[config.mk]
export PLATFORM = sky130hd
export DESIGN_NAME = ps2_key_event
export DESIGN_NICKNAME = d
export VERILOG_FILES = /design/src/rtl/ps2_key_event.sv
export SDC_FILE = /design/constraint.sdc
export NUM_CORES = 1
export LEC_CHECK = 0
export ABC_AREA = 1
export BUFFER_PORTS_ARGS = -buffer_cell sky130_fd_sc_hd__buf_2
export CORE_ASPECT_RATIO = 0.8
export CORE_UTILIZATION = 60
export CTS_BUF_LIST = sky130_fd_sc_hd__clkbuf_4 sky130_fd_sc_hd__clkbuf_8 sky130_fd_sc_hd__clkbuf_16
export CTS_CLUSTER_SIZE = 30
export DETAILED_ROUTE_END_ITERATION = 7
export GPL_ROUTABILITY_DRIVEN = 0
export PLACE_DENSITY = 0.79
export SYNTH_ARGS = -nofsm -noshare
export SYNTH_HDL_FRONTEND = slang
export SYNTH_SLANG_ARGS = --single-unit
[constraint.sdc]
create_clock -name clk_sys -period 2.3 [get_ports clk_sys]
set_input_delay 0 -clock clk_sys [delete_from_list [all_inputs] [get_ports clk_sys]]
set_output_delay 0 -clock clk_sys [all_outputs]
set_load 0.01 [all_outputs]
[src/rtl/ps2_key_event.sv]
// ---------------------------------------------------------------------------
// ps2_key_event
//
// Turns the raw PS/2 keyboard clock/data lines into the 11-bit toggle-strobed
// key event word consumed by core input decoders.
//
// Event word: {toggle, pressed, extended, code[7:0]}. Consumers detect a new
// event by watching bit 10 change.
//
// Ports:
//   clk_sys      in   system clock, all logic on the rising edge
//   reset_n      in   asynchronous active-low reset
//   ps2_clk_in   in   raw PS/2 clock line (asynchronous)
//   ps2_data_in  in   raw PS/2 data line (asynchronous)
//   ps2_key      out  event word
//   frame_err    out  one-cycle pulse when a frame is discarded
//                     (parity, stop bit or inter-bit timeout)
//   busy         out  frame in progress or prefix/pause sequence pending
// ---------------------------------------------------------------------------
`timescale 1ns/1ps

module ps2_key_event #(
    parameter int FILTER_LEN = 8,
    parameter int TIMEOUT    = 11000
) (
    input  logic        clk_sys,
    input  logic        reset_n,
    input  logic        ps2_clk_in,
    input  logic        ps2_data_in,
    output logic [10:0] ps2_key,
    output logic        frame_err,
    output logic        busy
);

    localparam int          TW       = $clog2(TIMEOUT + 1);
    localparam logic [7:0]  FILT_MAX = 8'(FILTER_LEN - 1);
    localparam logic [TW-1:0] TO_MAX = TW'(TIMEOUT - 1);

    // Two-stage synchronizers; index 1 is the synchronized value.
    logic [1:0]    clk_sync_q;
    logic [1:0]    data_sync_q;

    logic          filt_clk_q,  filt_clk_d;
    logic [7:0]    filt_cnt_q,  filt_cnt_d;
    logic [3:0]    bit_cnt_q,   bit_cnt_d;
    logic [8:0]    shift_q,     shift_d;     // {parity, d7..d0} once full
    logic [TW-1:0] to_cnt_q,    to_cnt_d;
    logic          ext_q,       ext_d;
    logic          brk_q,       brk_d;
    logic [2:0]    pause_q,     pause_d;
    logic [10:0]   key_q,       key_d;
    logic          err_q,       err_d;

    logic          fall;
    logic          data_s;
    logic [7:0]    rx_byte;

    assign data_s  = data_sync_q[1];
    assign rx_byte = shift_q[7:0];

    // Clock glitch filter: the filtered clock only follows the synchronized
    // clock after it has disagreed for FILTER_LEN consecutive cycles. The
    // falling edge is flagged in the same cycle the filtered value drops.
    always_comb begin
        filt_clk_d = filt_clk_q;
        filt_cnt_d = '0;
        fall       = 1'b0;
        if (clk_sync_q[1] != filt_clk_q) begin
            if (filt_cnt_q == FILT_MAX) begin
                filt_clk_d = clk_sync_q[1];
                fall       = filt_clk_q;
            end else begin
                filt_cnt_d = filt_cnt_q + 8'd1;
            end
        end
    end

    // Frame receive, timeout recovery and byte decode.
    always_comb begin
        bit_cnt_d = bit_cnt_q;
        shift_d   = shift_q;
        to_cnt_d  = to_cnt_q;
        ext_d     = ext_q;
        brk_d     = brk_q;
        pause_d   = pause_q;
        key_d     = key_q;
        err_d     = 1'b0;

        if (fall) begin
            // An edge always wins over a coincident timeout.
            to_cnt_d = '0;
            if (bit_cnt_q == 4'd0) begin
                // A high "start bit" is noise; stay idle.
                if (!data_s) begin
                    bit_cnt_d = 4'd1;
                end
            end else if (bit_cnt_q != 4'd10) begin
                shift_d   = {data_s, shift_q[8:1]};
                bit_cnt_d = bit_cnt_q + 4'd1;
            end else begin
                bit_cnt_d = 4'd0;
                // Odd parity: XOR over data and parity bit must be 1.
                if (!(data_s && (^shift_q))) begin
                    err_d   = 1'b1;
                    ext_d   = 1'b0;
                    brk_d   = 1'b0;
                    pause_d = 3'd0;
                end else if (pause_q != 3'd0) begin
                    // Swallow the remainder of the Pause key sequence.
                    pause_d = pause_q - 3'd1;
                end else if (rx_byte == 8'hE1) begin
                    pause_d = 3'd7;
                end else if (rx_byte == 8'hE0) begin
                    ext_d = 1'b1;
                end else if (rx_byte == 8'hF0) begin
                    brk_d = 1'b1;
                end else if (rx_byte inside {8'h00, 8'hAA, 8'hEE, 8'hFA,
                                             8'hFC, 8'hFD, 8'hFE, 8'hFF}) begin
                    // Keyboard status/acknowledge bytes, not keys.
                    ext_d = 1'b0;
                    brk_d = 1'b0;
                end else begin
                    key_d = {~key_q[10], ~brk_q, ext_q, rx_byte};
                    ext_d = 1'b0;
                    brk_d = 1'b0;
                end
            end
        end else if (bit_cnt_q != 4'd0) begin
            if (to_cnt_q == TO_MAX) begin
                bit_cnt_d = 4'd0;
                to_cnt_d  = '0;
                err_d     = 1'b1;
                ext_d     = 1'b0;
                brk_d     = 1'b0;
                pause_d   = 3'd0;
            end else begin
                to_cnt_d = to_cnt_q + 1'b1;
            end
        end else begin
            to_cnt_d = '0;
        end
    end

    always_ff @(posedge clk_sys or negedge reset_n) begin
        if (!reset_n) begin
            clk_sync_q  <= 2'b11;
            data_sync_q <= 2'b11;
            filt_clk_q  <= 1'b1;
            filt_cnt_q  <= '0;
            bit_cnt_q   <= '0;
            shift_q     <= '0;
            to_cnt_q    <= '0;
            ext_q       <= 1'b0;
            brk_q       <= 1'b0;
            pause_q     <= '0;
            key_q       <= '0;
            err_q       <= 1'b0;
        end else begin
            clk_sync_q  <= {clk_sync_q[0], ps2_clk_in};
            data_sync_q <= {data_sync_q[0], ps2_data_in};
            filt_clk_q  <= filt_clk_d;
            filt_cnt_q  <= filt_cnt_d;
            bit_cnt_q   <= bit_cnt_d;
            shift_q     <= shift_d;
            to_cnt_q    <= to_cnt_d;
            ext_q       <= ext_d;
            brk_q       <= brk_d;
            pause_q     <= pause_d;
            key_q       <= key_d;
            err_q       <= err_d;
        end
    end

    assign ps2_key   = key_q;
    assign frame_err = err_q;
    assign busy      = (bit_cnt_q != 4'd0) | ext_q | brk_q | (pause_q != 3'd0);

endmodule

==> impl_metrics.py, run 1 <==
metrics = {
    "synthesis": {
        "synthesis.nets": 387,
        "yosysWarningCount": 0,
        "syn_area_mm2": 0.003018,
        "syn_avg_cell_area_um2": 8.314,
        "seq_area_frac_synth": 0.4747,
        "synth_cell_types": 32,
        "yosys_register_bits": 57,
        "syn_inst": 363,
    },
    "global_route": {
        "use_met2": 0.3875,
        "grt_first_pass_wirelength_um": 9777,
        "gr-total-overflow": 0,
        "met3_usage": 0.08333,
        "grt_util_met1": 0.3072,
        "grt.busiest_layer": "met2",
        "grtUsageTotal": 0.2473,
        "grt_antenna_before_repair": 0,
        "first_global_vias": 2322,
        "grt_max_degree": 46,
    },
    "final_layout": {
        "diodes": 0,
        "layout.nets": 419,
        "areaGrowthSynthToFinish_pct": 13.35,
        "nFillCells": 365,
        "stdcell_count": 460,
        "fin_area_mm2": 0.003421,
        "postLayoutCoreUtil": 0.7267,
        "drive_above_1_share": 0.1325,
        "multiInputGateArea_mm2": 0.001366,
        "final-seq-area_mm2": 0.001433,
    },
    "run_status": {
        "outcome": "complete, no violations",
    },
    "worst_setup_path": {
        "worstSetupPathType": "register to register",
        "slowest_stage": "dfrtp_1",
        "critical_path.endpoint_type": "register",
        "cp.arrival_ns": 2.20,
        "cp_data_required_time_ns": 2.52,
        "crit_fanout": 11,
        "cp_cell_sequence": "inv_1, ha_1, inv_1, nand2_1, nand2_1, nand2_1, nand3_1, a21oi_2, buf_4, nand2_2, nand2_1, nand2_1",
        "critPathLaunchType": "register",
        "max_stage_delay_ns": 0.43,
        "critical_path.most_common_cell": "nand2_1",
    },
    "power": {
        "p_sw_w": 0.0004849,
        "clockPowerShare": 0.443,
        "p_leak_nw": 1.772,
        "pwr-share-seq": 0.502,
        "ir_drop_mv": 0.5024,
        "switching_share": 0.2282,
        "comb_power_share": 0.055,
        "powerDensity_mw_per_mm2": 621.1,
        "internal_power_w": 0.001640,
    },
    "placement": {
        "place_ws_ns": 0.3244,
        "portBuffers": 16,
        "dpl_cell_area_mm2": 0.003191,
        "placed_cells": 441,
        "dpl.hpwl_um": 3922,
    },
    "detailed_routing": {
        "ant_nets": 0,
        "route.vias.total": 2387,
        "wl_per_cell_um": 11.96,
        "drtIter0Drc": 146,
        "dr.pass1.iters": 4,
        "drt-total-wl_um": 5501,
        "drc": 0,
        "viasPerCell": 5.189,
    },
    "sta": {
        "finalCritPeriodShare": 0.8597,
        "slew_violations": 0,
        "setup_viol": 0,
        "worst_slew_pin_slew_ns": 0.9604,
        "worst_clock_skew_ns": 0.007944,
        "finalCriticalPeriod_ns": 1.977,
        "hold_viol_final": 0,
        "grt_setup_unrepaired": "no",
        "fmax_mhz": 505.7,
        "final.setup.tns_ns": 0,
        "finalWorstSetupSlack_ns": 0.3226,
        "relSlewSlack": 0.3597,
    },
    "clocking": {
        "clock_sinks": 57,
        "ctsRootBufferMaster": "clkbuf_8",
        "clock_latency_ns": 0.33,
        "clock_path_buffers": 2,
        "cts_buffers": 9,
        "cts_tree": "yes",
        "post_cts_buffers": 0,
        "htreeDepth": 3,
        "clk_pin_slew_worst_paths_ns": 0.06,
    },
    "die": {
        "rows": 22,
        "dieArea_mm2": 0.005319,
        "die_y_um": 65.44,
        "start_util": 0.6411,
        "dieWidth_um": 81.29,
        "core_area_mm2": 0.004707,
        "ios": 17,
    },
    "min_path": {
        "hp-class": "primary input to register",
    },
    "run": {
        "drv_cap": 0,
    },
}
cell usage in the layout, fill, tap and decap left out, types with 3 or more instances in the layout:
cell and n:
a21oi_1 13, buf_2 16, buf_4 6, clkbuf_4 3
clkbuf_8 10, dfrtp_1 52, dfstp_2 5, dlygate4sd3_1 3
ha_1 20, inv_1 51, nand2_1 81, nand3_1 29
nand4_1 8, nor2_1 42, nor3_1 8, o21ai_0 22
o21ai_1 4, xor2_1 4
layout make-up:
| type | instances | area share |
|---|---|---|
| multi-input cells | 251 | 0.3994 |
| well taps | 60 | 0.02195 |
| inverters | 51 | 0.05596 |
| clock inverters | 3 | 0.01170 |
| clock buffers | 13 | 0.04682 |
| repair buffers | 25 | 0.04535 |
| flip-flops and latches | 57 | 0.4188 |
state kept, by name, indices dropped and copies added, names as in the netlist, 2 cells and up:
register     flops
shift_q          9
to_cnt_q        14
filt_cnt_q       8
ps2_key         11
bit_cnt_q        4
pause_q          3
data_sync_q      2
clk_sync_q       2
critical path, delay by kind of cell (launching register included):
family,cells,cell delay (ns)
simple gates,7,0.61
fa+ha+maj,1,0.31
flops,1,0.43
buf+inv,3,0.32
compound gates,1,0.20
metal layers:
layer / up-vias / wire, um
met5: - / 0
met4: 0 / 102
met3: 10 / 175
met2: 47 / 2433
met1: 1105 / 2790
li1: 1225 / -
cell usage after synthesis:
cell type,number,area [um^2]
buf_6,1,11.26
nor2_4,2,22.52
or2_0,1,6.260
nand3b_1,2,15.01
o21ai_1,4,20.02
nand3_2,1,10.01
xnor2_1,1,8.760
dfrtp_1,52,1301
nor2_1,42,157.7
a22o_1,1,8.760
o21ai_0,22,110.1
nand2_4,2,22.52
clkbuf_2,1,5.000
nand4_1,8,50.05
nand2_2,1,6.260
xor2_1,4,35.03
nor3_1,8,40.04
dfstp_2,5,131.4
clkbuf_1,1,3.750
inv_1,51,191.4
buf_4,1,7.510
o21a_1,2,15.01
o21ai_2,1,8.760
a21oi_2,1,8.760
and3_1,1,6.260
nand2_1,81,304.0
nor2_8,1,20.02
nand3_1,29,145.1
nand3_4,1,17.52
ha_1,20,250.2
nor4_1,2,12.51
a21oi_1,13,65.06
final timing paths:
check	cells past startpoint	slack, ns	startpoint	endpoint
setup / recovery	12	0.32	shift_q[1]$_DFFE_PN0P_	ps2_key[9]$_DFFE_PN0P_
hold / removal	2	0.31	ps2_clk_in	clk_sync_q[0]$_DFF_PN1_
setup reg to reg	12	0.32	shift_q[1]$_DFFE_PN0P_	ps2_key[9]$_DFFE_PN0P_
hold reg to reg	0	0.36	clk_sync_q[0]$_DFF_PN1_	clk_sync_q[1]$_DFF_PN1_
max in group asynchronous	3	1.24	reset_n	to_cnt_q[7]$_DFF_PN0_
min in group asynchronous	2	0.37	reset_n	pause_q[0]$_DFFE_PN0P_
stage by stage:
stage / hold WS (ns) / total power, W
6_report: 0.3141 / 0.002125
2_1_floorplan: -0.2956 / 0.001153
4_1_cts: 0.2881 / 0.002151
3_3_place_gp: 0.1060 / 0.001195
3_5_place_dp: 0.1063 / 0.001199
5_1_grt: 0.2894 / 0.002226
what timing repair did:
item	CTS	global route
hold buffers	3	0
hold endpoints to repair	40	0
resized for setup	0	0
endpoints found under the setup margin	0	0
power by group through the flow:
stage / logic, W / clock network (W) / registers (W)
after floorplan: 0.0000731 / 0 / 0.00108
after global placement: 0.000112 / 0 / 0.00108
after CTS: 0.000120 / 0.000965 / 0.00107
after detailed placement: 0.000115 / 0 / 0.00108
after global routing: 0.000138 / 0.00102 / 0.00107
final: 0.000117 / 0.000941 / 0.00107
logic make-up (layout without fill, tap and decap cells):
group	after synthesis	count (layout)	synth area share
and+or+nand+nor	182	182	0.2770
xor gates and xnor gates	5	5	0.01451
adders and majority gates	20	20	0.08292
buffers and inverters	55	92	0.07255
DFF	57	57	0.4747
AOI/OAI and AO/OA	44	44	0.07836
Power figures use the tool's default switching activity.
==> run 2, diff against run 1 <==
CELL_PAD_IN_SITES_DETAIL_PLACEMENT = 0   (was default)
CELL_PAD_IN_SITES_GLOBAL_PLACEMENT = 1   (was default)
CORE_UTILIZATION = 46   (was 60)
PLACE_DENSITY = default   (was 0.79)
PLACE_DENSITY_LB_ADDON = 0.1   (was default)
==> impl_metrics.py, run 2 (synthesis results as in run 1) <==
metrics = {
    "die": {
        "dieArea_mm2": 0.006891,
        "core_area_mm2": 0.006376,
        "ios": 17,
        "start_util": 0.4733,
        "rows": 26,
        "dieWidth_um": 92.56,
        "die_y_um": 74.45,
    },
    "final_layout": {
        "nFillCells": 624,
        "multiInputGateArea_mm2": 0.001381,
        "drive_above_1_share": 0.1281,
        "final_common_cell": "nand2_1",
        "stdcell_count": 482,
        "largest_register_ffs": 14,
        "top_register": "to_cnt_q",
        "final_cell_mix": "nand2_1 (81), dfrtp_1 (52), inv_1 (51)",
        "layout.nets": 417,
        "postLayoutCoreUtil": 0.5410,
        "areaGrowthSynthToFinish_pct": 14.30,
        "final-seq-area_mm2": 0.001433,
        "diodes": 0,
    },
    "global_route": {
        "gr-total-overflow": 0,
        "grt_antenna_before_repair": 0,
        "grt_first_pass_wirelength_um": 9839,
        "grt_max_degree": 26,
        "grtUsageTotal": 0.1884,
        "first_global_vias": 2075,
    },
    "power": {
        "p_leak_nw": 1.751,
        "ir_drop_mv": 0.3848,
        "power_w": 0.002128,
        "powerDensity_mw_per_mm2": 616.9,
    },
    "placement": {
        "dpl.hpwl_um": 4345,
        "placed_cells": 463,
        "portBuffers": 16,
        "place_ws_ns": 0.1671,
    },
    "sta": {
        "worst_slew_pin_slew_ns": 0.5811,
        "finalCritPeriodShare": 0.8997,
        "setup_viol": 0,
        "final.setup.tns_ns": 0,
        "slew_violations": 0,
        "hold_viol_final": 0,
        "grt_setup_unrepaired": "no",
        "fmax_mhz": 483.3,
        "finalCriticalPeriod_ns": 2.069,
        "worst_clock_skew_ns": 0.008420,
        "finalWorstSetupSlack_ns": 0.2307,
        "relSlewSlack": 0.6085,
    },
    "worst_setup_path": {
        "slowest_stage": "dfrtp_1",
        "critical_path.endpoint_type": "register",
        "max_stage_delay_ns": 0.44,
        "critPathCapture": "pause_q[1]$_DFFE_PN0P_",
        "critPathLaunchType": "register",
        "r2r_start": "shift_q[6]$_DFFE_PN0P_",
        "critPathLaunch": "shift_q[6]$_DFFE_PN0P_",
        "cp_top_family": "simple AND/OR/NAND/NOR gates",
        "crit_cells": 10,
        "worstSetupPathType": "register to register",
        "cp.buffers_inverters": 2,
        "cp.arrival_ns": 2.33,
        "cp_cell_sequence": "inv_1, ha_1, inv_1, nand2_1, nand3_1, nand3_1, a21oi_4, nand2_1, or2_0, o21ai_1",
        "reg2reg_to": "pause_q[1]$_DFFE_PN0P_",
        "crit_fanout": 4,
        "cp_data_required_time_ns": 2.56,
        "r2r_setup_slack_ns": 0.23,
        "rr_worst_depth": 10,
    },
    "run": {
        "drv_cap": 0,
    },
    "detailed_routing": {
        "dr.pass1.iters": 4,
        "drt-total-wl_um": 5866,
        "wl_per_cell_um": 12.17,
        "route.vias.total": 2317,
        "viasPerCell": 4.807,
        "ant_nets": 0,
        "drc": 0,
        "drtIter0Drc": 73,
    },
    "clocking": {
        "clk_pin_slew_worst_paths_ns": 0.07,
        "clock_path_buffers": 2,
        "clock_sinks": 57,
        "cts_buffers": 9,
        "htreeDepth": 3,
        "ctsRootBufferMaster": "clkbuf_8",
        "clock_latency_ns": 0.34,
        "cts_tree": "yes",
    },
    "min_path": {
        "hp-class": "primary input to async pin",
    },
    "run_status": {
        "outcome": "complete, no violations",
    },
}
run 2: cell types whose count changed in the layout (fill, tap and decap cells not counted), sizes merged:
| cell | change |
|---|---|
| buf | -2 |
| inv | +1 |
| clkbuf | -3 |
| clkinvlp | +2 |
run 2: routing by layer:
layer  vias to the layer above  track usage  wire length (um)
met1                      1041       0.2845              3276
met2                        41       0.2519              2276
met5                         -            0                 0
met3                         9      0.05521               226
li1                       1226            -                 -
met4                         0      0.06771                86
run 2: per-stage QoR:
step | instance area, um^2 | hold slack (ns)
after floorplan | 3018 | -0.2956
after global placement | 3206 | -0.04864
after detailed placement | 3206 | -0.04769
after CTS | 3435 | 0.1228
after global routing | 3450 | 0.1573
final | 3450 | 0.1164
run 2: worst min path at each step:
stage,from,cells past startpoint,endpoint,slack (ns)
after floorplan,reset_n,0,bit_cnt_q[0]$_DFFE_PN0P_,-0.30
after CTS,reset_n,2,ext_q$_DFFE_PN0P_,0.12
after detailed placement,reset_n,1,to_cnt_q[6]$_DFF_PN0_,-0.05
after global routing,reset_n,2,to_cnt_q[6]$_DFF_PN0_,0.16
after global placement,reset_n,1,to_cnt_q[6]$_DFF_PN0_,-0.05
final,reset_n,2,to_cnt_q[6]$_DFF_PN0_,0.12
run 2: power breakdown:
part           total (W)  internal (W)  switching [W]
logic           0.000120     0.0000372      0.0000826
registers        0.00107       0.00104      0.0000264
clock network   0.000942      0.000515       0.000427
total            0.00213       0.00159       0.000536
run 2: worst reg2reg max path, stage by stage (launching register included):
cell and delay [ns]:
dfrtp_1 0.44, inv_1 0.12, ha_1 0.32, inv_1 0.06, nand2_1 0.06, nand3_1 0.09, nand3_1 0.15, a21oi_4 0.25
nand2_1 0.15, or2_0 0.22, o21ai_1 0.14
run 2: cell type report:
type                            count  share of cell area
Sequential cell                    57              0.4153
Multi-Input combinational cell    251              0.4004
Tap cell                           84             0.03047
Clock inverter                      6             0.01959
Timing Repair Buffer               23             0.04062
Inverter                           51             0.05550
Clock buffer                       10             0.03808
run 2: timing repair:
item                       in CTS  in global routing
hold buffers                    3                  0
setup buffers                   0                  0
gates resized for setup         0                  2
setup endpoints to repair       0                  3
hold endpoints to repair       34                  0
==> run 3, diff against run 2 <==
ABC_AREA = default   (was 1)
CORE_UTILIZATION = 48   (was 46)
SLEW_MARGIN = 10   (was default)
==> impl_metrics.py, run 3 <==
metrics = {
    "sta": {
        "fmax_mhz": 424.5,
        "hold_viol_final": 0,
        "grt_setup_unrepaired": "yes",
        "worst_slew_pin_slew_ns": 0.6664,
        "relSlewSlack": 0.5557,
        "setup_viol": 10,
        "finalCriticalPeriod_ns": 2.356,
        "hold_slack_ns": 0.2341,
        "finalWorstSetupSlack_ns": -0.05565,
        "worst_clock_skew_ns": 0.007687,
        "finalCritPeriodShare": 1.024,
        "slew_violations": 0,
    },
    "clocking": {
        "ctsRootBufferMaster": "clkbuf_8",
        "htreeDepth": 3,
        "clock_sinks": 57,
        "clock_latency_ns": 0.34,
        "clock_path_buffers": 2,
        "cts_buffers": 9,
        "clk_pin_slew_worst_paths_ns": 0.07,
        "cts_tree": "yes",
    },
    "global_route": {
        "grtUsageTotal": 0.2027,
        "gr-total-overflow": 0,
        "grt_max_degree": 31,
        "grt_first_pass_wirelength_um": 10030,
        "first_global_vias": 2086,
        "grt_antenna_before_repair": 0,
    },
    "synthesis": {
        "synth_top_cell_by_area": "dfrtp_1",
        "yosysWarningCount": 0,
        "syn_area_mm2": 0.002965,
        "synthesis.nets": 299,
        "synth_cell_types": 45,
        "seq_area_frac_synth": 0.4831,
        "syn_avg_cell_area_um2": 10.78,
        "ys.flop_type": "dfrtp_1",
        "yosysMostFrequentCell": "dfrtp_1",
        "synth_top_area_share": 0.4388,
        "async_reset_ff_frac": 1.000,
        "synthTopCellsByCount": "dfrtp_1 (52), nand2_1 (26), nor2_1 (24), ha_1 (20), xor2_1 (16)",
        "syn_inst": 275,
        "yosys_register_bits": 57,
        "synth_area_leaders": "dfrtp_1 (44%), ha_1 (8.4%), xor2_1 (4.7%)",
        "synth_edf_count": 0,
    },
    "worst_setup_path": {
        "critPathLaunchType": "register",
        "cp.arrival_ns": 2.57,
        "rr_worst_depth": 6,
        "worstSetupPathType": "register to register",
        "crit_fanout": 6,
        "max_stage_delay_ns": 0.45,
        "critical_path.endpoint_type": "register",
        "cp_cell_sequence": "inv_2, ha_4, xnor3_1, mux2_4, or3_4, mux2_4",
        "critical_path.most_common_cell": "mux2_4",
        "cp_data_required_time_ns": 2.52,
        "slowest_stage": "or3_4",
    },
    "placement": {
        "dpl.hpwl_um": 4073,
        "portBuffers": 16,
        "place_ws_ns": -0.08919,
    },
    "run_status": {
        "outcome": "finished with violations",
        "violations": "setup timing",
    },
    "die": {
        "start_util": 0.4989,
        "ios": 17,
        "rows": 25,
        "dieArea_mm2": 0.006498,
        "die_y_um": 72.30,
        "dieWidth_um": 89.88,
        "core_area_mm2": 0.005943,
    },
    "final_layout": {
        "final_common_cell": "dfrtp_1",
        "areaGrowthSynthToFinish_pct": 27.55,
        "largest_register_ffs": 14,
        "multiInputGateArea_mm2": 0.001600,
        "drive_above_1_share": 0.3323,
        "final_cell_mix": "dfrtp_1 (52), buf_4 (28), nand2_1 (25)",
        "nFillCells": 478,
        "final-seq-area_mm2": 0.001433,
        "diodes": 0,
        "top_register": "to_cnt_q",
        "layout.nets": 356,
        "postLayoutCoreUtil": 0.6364,
    },
    "detailed_routing": {
        "drtIter0Drc": 90,
        "viasPerCell": 5.014,
        "wl_per_cell_um": 13.81,
        "drt-total-wl_um": 5771,
        "drc": 0,
        "ant_nets": 0,
        "dr.pass1.iters": 5,
        "route.vias.total": 2096,
    },
    "power": {
        "p_leak_nw": 1.769,
        "ir_drop_mv": 0.5553,
        "powerDensity_mw_per_mm2": 612.0,
    },
    "min_path": {
        "hp-class": "primary input to async pin",
    },
    "run": {
        "drv_cap": 0,
    },
}
==> run 3: cell types whose count changed in the layout (fill, tap and decap cells not counted), moves of 9 or more <==
cell     delta
a21oi_1    -10
buf_4      +24
inv_1      -39
mux2_4     +10
nand2_1    -56
nand3_1    -17
nor2_1     -18
o21ai_0     -9
xor2_1     +12
==> run 3: repair_timing <==
item	in CTS	in global routing
pin swaps	6	7
setup buffers	7	1
gates cloned	1	0
hold buffers	3	0
resized for setup	5	26
endpoints found under the hold margin	24	0
setup endpoints to repair	10	20
==> run 3: cell families (layout without fill, tap and decap cells) <==
| logic type | after synthesis | in the layout | synth area share |
|---|---|---|---|
| muxes | 13 | 13 | 0.06076 |
| and+or+nand+nor | 108 | 109 | 0.2004 |
| buffers and inverters | 20 | 81 | 0.02784 |
| AOI/OAI and AO/OA | 33 | 33 | 0.06793 |
| DFF | 57 | 57 | 0.4831 |
| adders and majority gates | 20 | 20 | 0.08439 |
| xor gates and xnor gates | 24 | 24 | 0.07553 |
==> run 3: area by class of cell <==
class | instances | share of cell area
clock buffers | 11 | 0.04003
clock inverters | 5 | 0.02051
inverters | 15 | 0.01489
multi-input cells | 199 | 0.4231
flip-flops and latches | 57 | 0.3788
well taps | 81 | 0.02679
repair buffers | 50 | 0.09593
==> run 3: where the power goes <==
group	internal, W	switching (W)	total, W	leakage, nW
Sequential	0.00104	0.0000381	0.00108	0.777
Combinational	0.0000813	0.0000917	0.000173	0.877
Clock	0.000665	0.000396	0.00106	0.115
==> run 3: critical path: cells and delay by family, from the launching register on <==
family                     cells  cell delay [ns]
buffers and inverters          1             0.07
DFF                            1             0.38
xor gates and xnor gates       1             0.43
and+or+nand+nor                1             0.45
adders and majority gates      1             0.26
muxes                          2             0.65
==> run 3: routing by layer <==
layer,global-route usage,up-vias,part of all wire
met4,0.06989,0,0.011
met5,0,-,0
met3,0.06918,6,0.041
li1,-,1073,-
met1,0.2939,981,0.55
met2,0.2838,36,0.40
==> run 3: metrics by stage <==
step | power (W) | instance area (um^2) | instances | setup TNS [ns]
after global routing | 0.002419 | 3782 | 418 | -0.9277
after CTS | 0.002340 | 3650 | 417 | -0.4034
after global placement | 0.001259 | 3309 | 390 | -0.07698
final | 0.002315 | 3782 | 418 | -0.4319
after detailed placement | 0.001264 | 3309 | 390 | -0.8237
after floorplan | 0.001187 | 2973 | 275 | -0.5565
==> run 3: final timing paths <==
| path | from | endpoint | slack, ns |
|---|---|---|---|
| max in group asynchronous | reset_n | filt_cnt_q[7]$_DFF_PN0_ | 1.48 |
| worst max-delay path | shift_q[0]$_DFFE_PN0P_ | ps2_key[2]$_DFFE_PN0P_ | -0.06 |
| worst max register to register | shift_q[0]$_DFFE_PN0P_ | ps2_key[2]$_DFFE_PN0P_ | -0.06 |
| min in group clk_sys | ps2_data_in | data_sync_q[0]$_DFF_PN1_ | 0.31 |
| worst min-delay path | reset_n | ps2_key[6]$_DFFE_PN0P_ | 0.23 |
| worst min register to register | data_sync_q[0]$_DFF_PN1_ | data_sync_q[1]$_DFF_PN1_ | 0.36 |
